## config.mk

```make
export PLATFORM = sky130hd
export DESIGN_NAME = usb_tx_scheduler_flat
export DESIGN_NICKNAME = d
export VERILOG_FILES = /design/src/rtl/usb_tx_scheduler_if.sv /design/src/rtl/usb_tx_scheduler.sv /design/src/flat_wrapper.sv
export SDC_FILE = /design/constraint.sdc
export NUM_CORES = 1
export LEC_CHECK = 0
export BUFFER_PORTS_ARGS = -buffer_cell sky130_fd_sc_hd__buf_2
export CAP_MARGIN = 0
export CORE_ASPECT_RATIO = 0.7
export CORE_MARGIN = 2
export CORE_UTILIZATION = 40
export CTS_CLUSTER_SIZE = 10
export DETAILED_ROUTE_END_ITERATION = 12
export PLACE_DENSITY_LB_ADDON = 0.05
export SKIP_CTS_REPAIR_TIMING = 1
export SLEW_MARGIN = 30
export SYNTH_ARGS = -nofsm -noshare
export SYNTH_HDL_FRONTEND = slang
export SYNTH_SLANG_ARGS = --single-unit
```

## constraint.sdc

```tcl
create_clock -name usb_clock -period 4.7 [get_ports usb_clock]
set_input_delay 0.47 -clock usb_clock [delete_from_list [all_inputs] [get_ports usb_clock]]
set_output_delay 0.47 -clock usb_clock [all_outputs]
set_load 0.005 [all_outputs]
```

## src/rtl/usb_tx_scheduler_if.sv

```systemverilog
// Purpose: byte stream from the scheduler to the FT232H USB write FSM.
// Latency: none, plain wires.
// Backpressure: a byte moves only when tx_valid && tx_ready; the master holds tx_data/tx_valid until then.
// Ports: tx_data (byte), tx_valid (byte present), tx_ready (write FSM accepts this cycle).
interface usb_tx_scheduler_if;
  logic [7:0] tx_data;
  logic       tx_valid;
  logic       tx_ready;

  modport master (output tx_data, output tx_valid, input tx_ready);
  modport slave  (input tx_data, input tx_valid, output tx_ready);
endinterface

```

## src/rtl/usb_tx_scheduler.sv

```systemverilog
// Purpose: shares the USB byte stream between IQ pages (adc_ram) and bandscope chunks (bs_ram), each framed by SYNC/type/seq.
// Latency: synchronised page edge to first tx_valid in 2 cycles when idle; RAM_LAT+1 fetch cycles per payload word.
// Backpressure: tx_ready low stalls the current byte with tx_data/tx_valid held; IQ pages arriving meanwhile count as overruns.
// Ports: usb_clock/reset; rx_on, bs_on enables; adc_ram_block/bs_ready (foreign domain, synchronised here);
//        adc_ram_rd_addr/data and bs_ram_rd_addr/data RAM read ports; tx byte stream (interface);
//        bs_done re-arm pulse; iq_overruns saturating counter; busy (not IDLE).
module usb_tx_scheduler #(
  parameter int         IQ_PAGE_WORDS  = 128,
  parameter int         BS_WORDS       = 16384,
  parameter int         BS_CHUNK_WORDS = 256,
  parameter int         RAM_LAT        = 2,
  parameter logic [7:0] SYNC_BYTE      = 8'hAA
) (
  input  logic                      usb_clock,
  input  logic                      reset,
  input  logic                      rx_on,
  input  logic                      bs_on,
  input  logic                      adc_ram_block,
  input  logic [47:0]               adc_ram_rd_data,
  output logic [7:0]                adc_ram_rd_addr,
  input  logic                      bs_ready,
  input  logic [15:0]               bs_ram_rd_data,
  output logic [14:0]               bs_ram_rd_addr,
  output logic                      bs_done,
  output logic [7:0]                iq_overruns,
  output logic                      busy,
  usb_tx_scheduler_if.master        tx
);

  localparam int LW = $clog2(RAM_LAT + 1);

  typedef enum logic [2:0] {IDLE, HDR, FETCH, SEND, NEXT} state_t;
  state_t state, state_nxt;

  // [0],[1] form the synchroniser, [2] holds the previous synchronised value for edge detection
  logic [2:0]    blk_sync, rdy_sync;
  logic          iq_edge, bs_rise;

  logic          iq_pend, iq_page, bs_act;
  logic          cur_bs, cur_page;
  logic [7:0]    cur_type, iq_seq, bs_seq;
  logic [2:0]    byte_idx;
  logic [LW-1:0] lat_cnt;
  logic [47:0]   shreg;
  logic [15:0]   word_cnt, bs_ptr, bs_ptr_inc;
  logic          last_chunk, iq_flight, iq_set, iq_ovr;

  logic          tx_valid_c;
  logic [7:0]    tx_data_c;
  logic          start_iq, start_bs, bs_drop, hdr_acc, load_word, byte_acc;
  logic          word_next, snap_done;

  assign iq_edge    = blk_sync[2] ^ blk_sync[1];
  assign bs_rise    = rdy_sync[1] & ~rdy_sync[2];
  assign bs_ptr_inc = bs_ptr + 16'd1;
  assign last_chunk = (bs_ptr >= 16'(BS_WORDS - BS_CHUNK_WORDS));
  assign iq_flight  = (state != IDLE) && !cur_bs;

  // An edge while a page is already waiting, or while one is on the wire, means a page was
  // lost or overwritten. An in-flight page is finished regardless and does not re-arm pending.
  // An edge in the very cycle the pending page is taken is a fresh page, not a loss.
  assign iq_set = rx_on && iq_edge && (!iq_flight || iq_pend);
  assign iq_ovr = rx_on && iq_edge && (iq_flight || (iq_pend && !start_iq));

  assign adc_ram_rd_addr = {cur_page, word_cnt[6:0]};
  assign bs_ram_rd_addr  = bs_ptr[14:0];
  assign busy            = (state != IDLE);
  assign tx.tx_valid     = tx_valid_c;
  assign tx.tx_data      = tx_data_c;

  always_ff @(posedge usb_clock or posedge reset) begin
    if (reset) begin
      blk_sync <= '0;
      rdy_sync <= '0;
    end else begin
      blk_sync <= {blk_sync[1:0], adc_ram_block};
      rdy_sync <= {rdy_sync[1:0], bs_ready};
    end
  end

  always_ff @(posedge usb_clock or posedge reset) begin
    if (reset) state <= IDLE;
    else       state <= state_nxt;
  end

  always_comb begin
    state_nxt  = state;
    tx_valid_c = 1'b0;
    tx_data_c  = 8'h00;
    start_iq   = 1'b0;
    start_bs   = 1'b0;
    bs_drop    = 1'b0;
    hdr_acc    = 1'b0;
    load_word  = 1'b0;
    byte_acc   = 1'b0;
    word_next  = 1'b0;
    snap_done  = 1'b0;
    case (state)
      IDLE: begin
        // IQ wins every decision point; chunking the bandscope bounds the IQ wait
        if (iq_pend && rx_on) begin
          start_iq  = 1'b1;
          state_nxt = HDR;
        end else if (bs_act && bs_on) begin
          start_bs  = 1'b1;
          state_nxt = HDR;
        end else if (bs_act) begin
          bs_drop = 1'b1;
        end
      end
      HDR: begin
        tx_valid_c = 1'b1;
        case (byte_idx)
          3'd0:    tx_data_c = SYNC_BYTE;
          3'd1:    tx_data_c = cur_type;
          default: tx_data_c = cur_bs ? bs_seq : iq_seq;
        endcase
        if (tx.tx_ready) begin
          hdr_acc = 1'b1;
          if (byte_idx == 3'd2) state_nxt = FETCH;
        end
      end
      FETCH: begin
        // q reflects the new address RAM_LAT edges after it changed; register it on the next edge
        if (lat_cnt == LW'(RAM_LAT)) begin
          load_word = 1'b1;
          state_nxt = SEND;
        end
      end
      SEND: begin
        tx_valid_c = 1'b1;
        tx_data_c  = shreg[47:40];
        if (tx.tx_ready) begin
          byte_acc = 1'b1;
          if (byte_idx == (cur_bs ? 3'd1 : 3'd5)) state_nxt = NEXT;
        end
      end
      NEXT: begin
        if (cur_bs) begin
          snap_done = (bs_ptr_inc == 16'(BS_WORDS));
          if (snap_done || (word_cnt == 16'(BS_CHUNK_WORDS - 1))) state_nxt = IDLE;
          else begin
            state_nxt = FETCH;
            word_next = 1'b1;
          end
        end else begin
          if (word_cnt == 16'(IQ_PAGE_WORDS - 1)) state_nxt = IDLE;
          else begin
            state_nxt = FETCH;
            word_next = 1'b1;
          end
        end
      end
      default: state_nxt = IDLE;
    endcase
  end

  always_ff @(posedge usb_clock or posedge reset) begin
    if (reset) begin
      iq_pend     <= 1'b0;
      iq_page     <= 1'b0;
      iq_overruns <= 8'h00;
      bs_act      <= 1'b0;
      bs_ptr      <= '0;
      bs_done     <= 1'b0;
      cur_bs      <= 1'b0;
      cur_page    <= 1'b0;
      cur_type    <= 8'h00;
      iq_seq      <= 8'h00;
      bs_seq      <= 8'h00;
      byte_idx    <= '0;
      lat_cnt     <= '0;
      shreg       <= '0;
      word_cnt    <= '0;
    end else begin
      // page just completed is the one the receiver has left, i.e. the old block value
      if (!rx_on) iq_pend <= 1'b0;
      else if (iq_set) begin
        iq_pend <= 1'b1;
        iq_page <= blk_sync[2];
      end else if (start_iq) iq_pend <= 1'b0;

      if (iq_ovr && (iq_overruns != 8'hFF)) iq_overruns <= iq_overruns + 8'd1;

      if (bs_rise && bs_on)          bs_act <= 1'b1;
      else if (bs_drop || snap_done) bs_act <= 1'b0;

      if (bs_rise && bs_on)                   bs_ptr <= '0;
      else if ((state == NEXT) && cur_bs)     bs_ptr <= bs_ptr_inc;

      bs_done <= snap_done;

      if (start_iq || start_bs) begin
        cur_bs   <= start_bs;
        cur_type <= start_iq ? 8'h01 : (last_chunk ? 8'h03 : 8'h02);
        byte_idx <= '0;
        word_cnt <= '0;
      end
      if (start_iq) cur_page <= iq_page;

      if (hdr_acc) begin
        if (byte_idx == 3'd2) begin
          byte_idx <= '0;
          lat_cnt  <= '0;
          if (cur_bs) bs_seq <= bs_seq + 8'd1;
          else        iq_seq <= iq_seq + 8'd1;
        end else begin
          byte_idx <= byte_idx + 3'd1;
        end
      end

      if (state == FETCH) begin
        if (load_word) begin
          shreg    <= cur_bs ? {bs_ram_rd_data, 32'h0} : adc_ram_rd_data;
          byte_idx <= '0;
        end else begin
          lat_cnt <= lat_cnt + LW'(1);
        end
      end

      if (byte_acc) begin
        shreg    <= {shreg[39:0], 8'h00};
        byte_idx <= byte_idx + 3'd1;
      end

      if (word_next) begin
        word_cnt <= word_cnt + 16'd1;
        lat_cnt  <= '0;
      end
    end
  end

endmodule
```

## src/flat_wrapper.sv

```systemverilog
// flat-port wrapper written by rule: the top's interface ports become plain ports
module usb_tx_scheduler_flat 
#(
  parameter int         IQ_PAGE_WORDS  = 128,
  parameter int         BS_WORDS       = 16384,
  parameter int         BS_CHUNK_WORDS = 256,
  parameter int         RAM_LAT        = 2,
  parameter logic [7:0] SYNC_BYTE      = 8'hAA
)
  (usb_clock, reset, rx_on, bs_on, adc_ram_block, adc_ram_rd_data, adc_ram_rd_addr, bs_ready, bs_ram_rd_data, bs_ram_rd_addr, bs_done, iq_overruns, busy, tx_tx_data, tx_tx_valid, tx_tx_ready);
  usb_tx_scheduler_if tx_i ();
  input  logic usb_clock;
  input  logic reset;
  input  logic rx_on;
  input  logic bs_on;
  input  logic adc_ram_block;
  input  logic [47:0] adc_ram_rd_data;
  output logic [7:0] adc_ram_rd_addr;
  input  logic bs_ready;
  input  logic [15:0] bs_ram_rd_data;
  output logic [14:0] bs_ram_rd_addr;
  output logic bs_done;
  output logic [7:0] iq_overruns;
  output logic busy;
  output wire logic [$bits(tx_i.tx_data)-1:0] tx_tx_data;
  output wire logic [$bits(tx_i.tx_valid)-1:0] tx_tx_valid;
  input wire logic [$bits(tx_i.tx_ready)-1:0] tx_tx_ready;
  assign tx_tx_data = tx_i.tx_data;
  assign tx_tx_valid = tx_i.tx_valid;
  assign tx_i.tx_ready = tx_tx_ready;
  usb_tx_scheduler #(.IQ_PAGE_WORDS(IQ_PAGE_WORDS), .BS_WORDS(BS_WORDS), .BS_CHUNK_WORDS(BS_CHUNK_WORDS), .RAM_LAT(RAM_LAT), .SYNC_BYTE(SYNC_BYTE)) u_core (.usb_clock(usb_clock), .reset(reset), .rx_on(rx_on), .bs_on(bs_on), .adc_ram_block(adc_ram_block), .adc_ram_rd_data(adc_ram_rd_data), .adc_ram_rd_addr(adc_ram_rd_addr), .bs_ready(bs_ready), .bs_ram_rd_data(bs_ram_rd_data), .bs_ram_rd_addr(bs_ram_rd_addr), .bs_done(bs_done), .iq_overruns(iq_overruns), .busy(busy), .tx(tx_i));
endmodule
```

# Word level (Yosys, flattened, before mapping)
# Cells that the tools add are included.
dict set report classes {
  addsub 7
  bitwise 4
  eq_ne 19
  magnitude_cmp 1
  muxes 62
  reduce_logical 32
}
# operator count
set op_table {}
lappend op_table {{48-bit 2-to-1 mux} 4}
lappend op_table {{16-bit 2-to-1 mux} 4}
lappend op_table {{3-bit 2-to-1 mux} 15}
lappend op_table {{16-bit by 1-bit adder with 16-bit output (second input constant)} 2}
lappend op_table {{8-bit one-hot mux with 2 select lines} 2}
lappend op_table {{1-bit 2-to-1 mux} 27}
lappend op_table {{8-bit by 1-bit adder with 8-bit output (second input constant)} 3}
lappend op_table {{16-bit by 15-bit == test with 1-bit output (second input constant)} 1}
lappend op_table {{16-bit by 7-bit == test with 1-bit output (second input constant)} 1}
lappend op_table {{16-bit by 8-bit == test with 1-bit output (second input constant)} 1}
lappend op_table {{16-bit by 14-bit >= comparator with 1-bit output (second input constant)} 1}
lappend op_table {{8-bit 2-to-1 mux} 2}
lappend op_table {{3-bit one-hot mux with 5 select lines} 1}
lappend op_table {{2-bit 2-to-1 mux} 7}
lappend op_table {{1-bit logical AND} 10}
lappend op_table {{2-bit nonzero test} 5}
lappend op_table {{3-bit by 2-bit == test with 1-bit output (second input constant)} 3}
lappend op_table {{8-bit inequality test (second input constant)} 1}
lappend op_table {{3-bit by 1-bit == test with 1-bit output (second input constant)} 2}
lappend op_table {{3-bit logical NOT} 2}
lappend op_table {{2-bit by 1-bit inequality test with 1-bit output (second input constant)} 3}
lappend op_table {{3-bit by 1-bit inequality test with 1-bit output (second input constant)} 2}
lappend op_table {{3-bit AND reduction} 2}
lappend op_table {{6-bit AND reduction} 1}
lappend op_table {{14 further kinds} 23}
dict set report totals {
  wordCells 143
  in_bits 71
  ff_bits 132
  output_inout_bits 42
}

# Depth between registers and ports, before layout
# Gate-level depths: netlist of the first run.
dict set report logic_depth {
  ltp_word 10
  depth_mapped 10
  mapped_depth_nobuf 9
}

# Worst setup path before layout of the first run
# No wires, ideal clock.
dict set report synth_path {
  path_type {register to register}
  startpoint {register u_core.bs_ptr[1]}
  endpoint {register u_core.word_cnt[15]}
  t_arrival_ns 2.351
  n_path_buf 2
  setup_time_ns 0.134
  required_ns 4.566
  synth_period_minus_slack_ns 2.484
  path_slack_ns 2.216
  stages_incl_launch_ff 11
  path_cell_list {dfrtp_1 -> ha_1 -> nand3_1 -> nor4_2 -> xor2_1 -> o2111ai_1 -> or4_1 -> buf_6 -> nand2_8 -> buf_12 -> o221ai_2}
}
dict set report synth_between {
  elab_chain_len 7
  word_cells_on_any_way 8
  cone_classes {add/sub: 1; eq/ne: 1; mux: 4; reduce/logical: 2}
}
# element line_no
set synth_lines {}
lappend synth_lines {{start: declaration} usb_tx_scheduler.sv:45} ;# logic [15:0] word_cnt, bs_ptr, bs_ptr_inc;
lappend synth_lines {{start signal: assignment} usb_tx_scheduler.sv:189} ;# else if ((state == NEXT) && cur_bs) bs_ptr <= bs_ptr_inc;
lappend synth_lines {{16-bit by 1-bit adder with 16-bit output (*)} usb_tx_scheduler.sv:55} ;# assign bs_ptr_inc = bs_ptr + 16'd1;
lappend synth_lines {{16-bit by 15-bit == test with 1-bit output (*)} usb_tx_scheduler.sv:140} ;# snap_done = (bs_ptr_inc == 16'(BS_WORDS));
lappend synth_lines {{1-bit logical OR (*)} usb_tx_scheduler.sv:141} ;# if (snap_done || (word_cnt == 16'(BS_CHUNK_WORDS - 1))) state_nxt = IDLE;
lappend synth_lines {{1-bit 2-to-1 mux (*)} usb_tx_scheduler.sv:141}
lappend synth_lines {{1-bit 2-to-1 mux (*)} usb_tx_scheduler.sv:139} ;# if (cur_bs) begin
lappend synth_lines {{1-bit 2-to-1 mux (*)} usb_tx_scheduler.sv:98} ;# case (state)
lappend synth_lines {{16-bit 2-to-1 mux or 2-bit nonzero test (tied branches)} -}
lappend synth_lines {{end signal: assignment} usb_tx_scheduler.sv:227} ;# word_cnt <= word_cnt + 16'd1;
lappend synth_lines {{end: declaration} usb_tx_scheduler.sv:45}
# Every way passes the cells marked *; elsewhere a longest branch is shown, timed or not.
# A chain may end at the register's enable or synchronous reset.

# Final worst setup path of the first run
dict set report layout_path {
  startpoint {register u_core.bs_ptr[1]}
  endpoint {register u_core.word_cnt[12]}
}
# Same word-level chain as after synthesis.

==> impl_metrics.yaml, run 1 <==
outcome:
  run_status: "completed"
drt:
  drt_iter0_drc: 368
  drt-total-wl_um: 17700
  viasPerCell: 5.22
  num_vias: 5672
  ant_nets: 0
  dr.pass1.iters: 5
  routedWlPerCell_um: 16.3
  drc: 0
critical_path:
  crit_type: "register to register"
  rrSetupSlack_ns: 1.79
  required_ns: 4.97
  end_kind: "register"
  critPathMaxFanout: 15
  r2r-end: "u_core.word_cnt[12]$_DFFE_PP0P_"
  crit_arrival_ns: 3.18
  reg2reg_from: "u_core.bs_ptr[1]$_DFFE_PP0P_"
  start_kind: "register"
  reg2reg_depth: 8
cts:
  cts-root-buf: "clkbuf_16"
  worstSkewPairLatency_ns: 0.41
  path_clk_slew_ns: 0.06
  clock_path_buffers: 2
  cts_tree: "yes"
  cts.sinks: 126
  cts_buffers: 17
  htree_levels: 4
flow_run:
  cap_viol_max_count: 0
logic_synthesis:
  synthCells: 773
  ys_ff_latch: 126
  synth_area_per_cell_um2: 8.95
  synth.distinct_cells: 51
  synth_edf_count: 0
  yosys_warnings: 0
  async_flop_share: 1.00
  synth_top_flop_cell: "dfrtp_1"
  syn_nets: 856
  seq_area_frac_synth: 0.456
  syn-cell-area_mm2: 0.00692
grt:
  grt_max_degree: 68
  overflow: 0
  grt_pass1_vias: 5313
  grt_pass1_wl_um: 28600
  track_usage: 0.198
  antenna_found_initial: 0
sta:
  relSlewSlack: 0.414
  tightest_slew_ns: 0.880
  fin_hold_ws_ns: 0.161
  drv_slew: 0
  setup_viol: 0
  clock_skew_ns: 0.00809
  fin_setup_tns_ns: 0
  grt_setup_unrepaired: "no"
  hold_viol_final: 0
  fmax_mhz: 343
  post-route-period-util: 0.619
  period_needed_ns: 2.91
cells_and_area:
  utilization: 0.470
  drive_gt1_frac: 0.197
  areaGrowthSynthToFinish_pct: 15.9
  diodes: 0
  layout.nets: 927
floorplan:
  initial_core_util: 0.405
  core_mm2: 0.0171
  die_width_um: 161
  ioPinCount: 113
  fp.dieH_um: 114
  die_area_mm2: 0.0184
  row_count: 40
placement:
  gp_congestion: 0.847
  io_buffers: 112
  hpwlAfterDp_um: 12400
worst_hold_path:
  min_to: "u_core.blk_sync[0]$_DFF_PP0_"
  min_from: "adc_ram_block"
  min_path_type: "input port to register"
  min_path_cells: 1
power_and_ir_drop:
  irDropWorstVdd_mv: 0.257
  leakage_uw: 0.00386
  power_density_mw_per_mm2: 574
## worst max-delay path: stages (launching register included)
cell       delay [ns]
dfrtp_1          0.46
ha_1             0.27
nand3_1          0.23
nor4_2           0.33
xor2_1           0.17
o2111ai_1        0.16
or4_1            0.78
nand2_8          0.25
o221ai_1         0.12
## where the power goes
group / total (µW) / switching [µW] / internal, µW
Combinational: 1560 / 945 / 614
Sequential: 1770 / 338 / 1430
Clock: 1280 / 489 / 787
## kinds of logic after synthesis
logic type / after synthesis / share of synthesized area
fa+ha+maj: 12 / 0.0217
compound gates: 153 / 0.135
mux: 31 / 0.0456
simple gates: 312 / 0.219
xor+xnor: 42 / 0.0532
buf+inv: 97 / 0.0701
flops: 126 / 0.456
## cell usage in the layout, fill, tap and decap left out, drive strengths merged, types with 27 or more instances in the layout
| cell | n |
|---|---|
| nand2 | 115 |
| inv | 30 |
| nand3 | 37 |
| dfrtp | 126 |
| mux2i | 27 |
| buf | 119 |
| o21ai | 62 |
| a21oi | 54 |
| and3 | 29 |
| nor2 | 55 |
## area by class of cell
| class | count | area (µm²) |
|---|---|---|
| Clock buffer | 20 | 447 |
| Fill cell | 1676 | 9040 |
| Inverter | 30 | 115 |
| Timing Repair Buffer | 119 | 613 |
| Multi-Input combinational cell | 550 | 3290 |
| Tap cell | 231 | 289 |
| Sequential cell | 126 | 3150 |
| Clock inverter | 11 | 119 |
## flip-flops by register name (all words and copies together) (netlist names)
name and cells:
u_core.bs_done 1, u_core.cur_page 1, u_core.iq_pend 1, u_core.iq_page 1, u_core.lat_cnt 2, u_core.bs_ptr 16
u_core.bs_act 1, u_core.cur_bs 1, u_core.state 3, u_core.word_cnt 16, u_core.bs_seq 8, u_core.iq_seq 8
u_core.cur_type 2, u_core.byte_idx 3, u_core.blk_sync 3, u_core.iq_overruns 8, u_core.rdy_sync 3, u_core.shreg 48
## worst max path at each step
stage	from	to	slack, ns	cells past startpoint
after floorplan	reset	u_core.blk_sync[0]$_DFF_PP0_	0.87	1
after global placement	u_core.bs_ptr[1]$_DFFE_PP0P_	u_core.word_cnt[13]$_DFFE_PP0P_	1.87	8
after detailed placement	u_core.bs_ptr[1]$_DFFE_PP0P_	u_core.word_cnt[12]$_DFFE_PP0P_	1.79	8
after CTS	u_core.bs_ptr[1]$_DFFE_PP0P_	u_core.word_cnt[12]$_DFFE_PP0P_	1.78	8
after global routing	u_core.bs_ptr[1]$_DFFE_PP0P_	u_core.word_cnt[3]$_DFFE_PP0P_	1.49	10
final	u_core.bs_ptr[1]$_DFFE_PP0P_	u_core.word_cnt[12]$_DFFE_PP0P_	1.79	8
## Yosys cell counts, drive strengths merged, types with 2 or more instances
cell type | n | share of area
or2 | 3 | 0.0027
nor4 | 5 | 0.0054
o221ai | 12 | 0.022
nand3 | 37 | 0.027
inv | 30 | 0.016
nor3 | 10 | 0.0072
or3 | 7 | 0.0063
nand4 | 19 | 0.017
o22ai | 2 | 0.0018
dfrtp | 126 | 0.46
or4 | 11 | 0.012
nor2b | 2 | 0.0018
and2 | 8 | 0.0072
a21oi | 54 | 0.039
mux2i | 27 | 0.039
o21ai | 62 | 0.045
xnor2 | 17 | 0.022
mux2 | 4 | 0.0065
a22o | 4 | 0.0051
xor2 | 25 | 0.032
nor2 | 55 | 0.030
o211ai | 2 | 0.0022
o2111ai | 2 | 0.0025
nand2 | 115 | 0.065
ha | 12 | 0.022
o21a | 3 | 0.0033
a31oi | 4 | 0.0036
buf | 33 | 0.035
clkbuf | 34 | 0.018
nand2b | 5 | 0.0045
and4 | 3 | 0.0038
and3 | 29 | 0.026
## metrics by stage
step                      area (µm²)  setup slack [ns]  std cells  power, µW
after global routing            8020              1.49       1087       4950
after global placement          7450              1.87       1056       3300
final                           8020              1.79       1087       4610
after detailed placement        7460              1.79       1056       3350
after floorplan                 6920             0.874        773       2850
after CTS                       8020              1.78       1087       4650
## layer usage
metal	wire [µm]	share of wire	vias up	global-route usage
met5	0	0	-	0
met4	156	0.0088	0	0.0464
met3	811	0.046	10	0.0449
met2	7110	0.40	127	0.267
met1	9630	0.54	2739	0.316
li1	-	-	2796	-
No activity file was read; power rests on OpenSTA's default activity.
==> run 2: changes to the inputs <==
--- a/config.mk
+++ b/config.mk
@@ -5,6 +5,7 @@
 export SDC_FILE = /design/constraint.sdc
 export NUM_CORES = 1
 export LEC_CHECK = 0
+export ABC_AREA = 1
 export BUFFER_PORTS_ARGS = -buffer_cell sky130_fd_sc_hd__buf_2
 export CAP_MARGIN = 0
 export CORE_ASPECT_RATIO = 0.7
==> constraint.sdc (replaced) <==
create_clock -name usb_clock -period 2.4 [get_ports usb_clock]
set_input_delay 0.24 -clock usb_clock [delete_from_list [all_inputs] [get_ports usb_clock]]
set_output_delay 0.24 -clock usb_clock [all_outputs]
set_load 0.005 [all_outputs]
==> run 2 against run 1 <==
Compared with the run above: non-clock buffer count grew 13; largest cell class is now sequential cells; global-route usage is 0.23 points higher; die area fell by 1.1%; cell area grew 2.6%; clock-buffer cell count shrank 2; register-to-register slack got worse by 1.6 ns; via count is 4.6% higher; total power grew 98%; synthesized area down 1.2%; cell count grew 8.8%; setup slack got worse by 1.6 ns; highest routed layer unchanged.
==> impl_metrics.yaml, run 2 <==
outcome:
  run_status: "completed"
grt:
  track_usage: 0.200
  overflow: 0
  grt_max_degree: 60
  grt_pass1_vias: 5633
  antenna_found_initial: 2
  grt_pass1_wl_um: 28800
floorplan:
  fp.dieH_um: 113
  row_count: 39
  initial_core_util: 0.413
  ioPinCount: 113
  core_mm2: 0.0165
  die_width_um: 160
  die_area_mm2: 0.0182
cells_and_area:
  stdcell_area_mm2: 0.00823
  final_cell_mix: "nand2_1 (154), dfrtp_1 (125), buf_2 (112), inv_1 (95), nor2_1 (95)"
  regMostFlops: "u_core.shreg"
  final_common_cell: "nand2_1"
  layout.nets: 1027
  drive_gt1_frac: 0.214
  stdcell_count: 1183
  nFillCells: 1577
  largest_reg_flops: 48
  largestRegisters: "u_core.shreg x48, u_core.bs_ptr x16, u_core.word_cnt x16"
  areaGrowthSynthToFinish_pct: 20.4
logic_synthesis:
  seq_area_frac_synth: 0.461
  synthMuxAreaShare: 0.00165
  synth_edf_count: 0
  synth_top_area_frac: 0.461
  async_flop_share: 1.00
  synth.distinct_cells: 43
  syn-cell-area_mm2: 0.00684
  yosys_warnings: 0
  synth_adder_area_share: 0.0220
  yosysMostFrequentCell: "nand2_1"
  synth_top_area_cell: "dfrtp_1"
  synth_compound_area_frac: 0.136
  synthCells: 843
  yosys.area_share.xor_xnor: 0.0397
  ys_top_cells_by_count: "nand2_1 (154), dfrtp_1 (126), inv_1 (97), nor2_1 (97), o21ai_0 (84)"
  synth_area_per_cell_um2: 8.11
  syn_nets: 926
  synth_top_flop_cell: "dfrtp_1"
  netlist_top_cells_area: "dfrtp_1 (46%), nand2_1 (8.5%), o21ai_0 (6.1%)"
  yosys.area_share.simple: 0.236
  ys_ff_latch: 126
  synth_top_family_by_area: "simple AND/OR/NAND/NOR gates"
flow_run:
  cap_viol_max_count: 0
drt:
  ant_nets: 0
  drt-total-wl_um: 17500
  dr.pass1.iters: 5
  viasPerCell: 5.02
  num_vias: 5934
  drc: 0
  drt_iter0_drc: 515
  routedWlPerCell_um: 14.8
sta:
  tightest_slew_ns: 0.911
  setup_viol: 0
  setup_slack_ns: 0.149
  drv_slew: 0
  relSlewSlack: 0.392
  period_needed_ns: 2.25
  post-route-period-util: 0.938
  hold_viol_final: 0
  clock_skew_ns: 0.0152
  fmax_mhz: 444
critical_path:
  cp_cell_sequence: "inv_1, ha_1, o21ai_1, nand2_1, o22ai_1, buf_2"
  cp_slowest_cell: "dfrtp_1"
  r2r-end: "u_core.word_cnt[2]$_DFFE_PP0P_"
  start_kind: "register"
  reg2reg_depth: 14
  slowest_delay_ns: 0.41
  worst-path-buf-inv: 2
  crit_family: "compound AO/OA/AOI/OAI gates"
  crit_type: "register to output port"
  critPathMaxFanout: 5
  end_kind: "output port"
  crit_arrival_ns: 2.01
  reg2reg_from: "u_core.bs_ptr[0]$_DFFE_PP0P_"
  required_ns: 2.16
  rrSetupSlack_ns: 0.20
placement:
  io_buffers: 112
  pre_cts_slack_ns: 0.107
  placed_cells: 1142
  gp_congestion: 0.853
  hpwlAfterDp_um: 12500
  post_dp_cell_area_mm2: 0.00751
worst_hold_path:
  min_to: "u_core.shreg[4]$_DFFE_PP0P_"
  min_path_type: "input port to register"
  min_path_cells: 3
  min_from: "adc_ram_rd_data[4]"
power_and_ir_drop:
  leakage_uw: 0.00407
  irDropWorstVdd_mv: 0.548
  power_density_mw_per_mm2: 1110
cts:
  worstSkewPairLatency_ns: 0.43
  cts_buffers: 17
  path_clk_slew_ns: 0.07
  cts_tree: "yes"
  clock_path_buffers: 2
  htree_levels: 4
  cts-root-buf: "clkbuf_16"
  cts.sinks: 126
-- run 2: area by class of cell --
type | instances | area [µm²] | share of cell area
inverters | 106 | 410 | 0.0499
clock inverters | 14 | 156 | 0.0190
multi-input cells | 560 | 3010 | 0.366
diodes | 1 | 2.50 | 0.000304
repair buffers | 132 | 768 | 0.0933
clock buffers | 18 | 439 | 0.0534
flip-flops and latches | 126 | 3150 | 0.383
repair inverters | 1 | 7.51 | 0.000912
well taps | 225 | 282 | 0.0342
-- run 2: worst max path at each step --
stage / startpoint / end / slack [ns] / cells past startpoint
floorplan: u_core.bs_ptr[1]$_DFFE_PP0P_ / u_core.word_cnt[15]$_DFFE_PP0P_ / 0.46 / 15
global placement: u_core.bs_ptr[0]$_DFFE_PP0P_ / u_core.word_cnt[15]$_DFFE_PP0P_ / 0.18 / 14
detailed placement: u_core.bs_ptr[0]$_DFFE_PP0P_ / u_core.word_cnt[9]$_DFFE_PP0P_ / 0.11 / 14
CTS: u_core.byte_idx[0]$_DFF_PP0_ / tx_tx_data[0] / -0.02 / 6
global route: u_core.bs_ptr[0]$_DFFE_PP0P_ / u_core.word_cnt[1]$_DFFE_PP0P_ / -0.03 / 14
finish: u_core.byte_idx[0]$_DFF_PP0_ / tx_tx_data[2] / 0.15 / 6
-- run 2: cell families after synthesis --
kind of cell	Yosys count
buf+inv	158
compound gates	156
flops	126
simple gates	359
xor+xnor	31
mux	1
fa+ha+maj	12
-- run 2: tightest hold or removal path, stage by stage --
cell     delay [ns]
buf_2          0.08
nand3_1        0.06
o21ai_0        0.06
-- run 2: report_power, final --
part | leakage, µW | switching [µW] | internal (µW)
Combinational | 0.00221 | 1990 | 1150
Clock | 0.000280 | 1040 | 1570
Sequential | 0.00158 | 538 | 2860
Total | 0.00407 | 3560 | 5580
-- run 2: metal layers --
layer | global-route usage | vias up | share of wire
li1 | - | 2963 | -
met1 | 0.302 | 2811 | 0.52
met3 | 0.0495 | 8 | 0.054
met2 | 0.287 | 152 | 0.42
met4 | 0.0505 | 0 | 0.0068
met5 | 0 | - | 0
-- run 2: stage by stage --
stage                     hold WS, ns  setup TNS [ns]  total power, µW  utilization
after floorplan                 0.271               0             5530            -
after global placement          0.339               0             6410        0.454
after detailed placement        0.341               0             6510        0.454
after CTS                     -0.0874         -0.0492             9160        0.490
after global routing           0.0561          -0.158             9920        0.497
final                          0.0483               0             9140        0.498
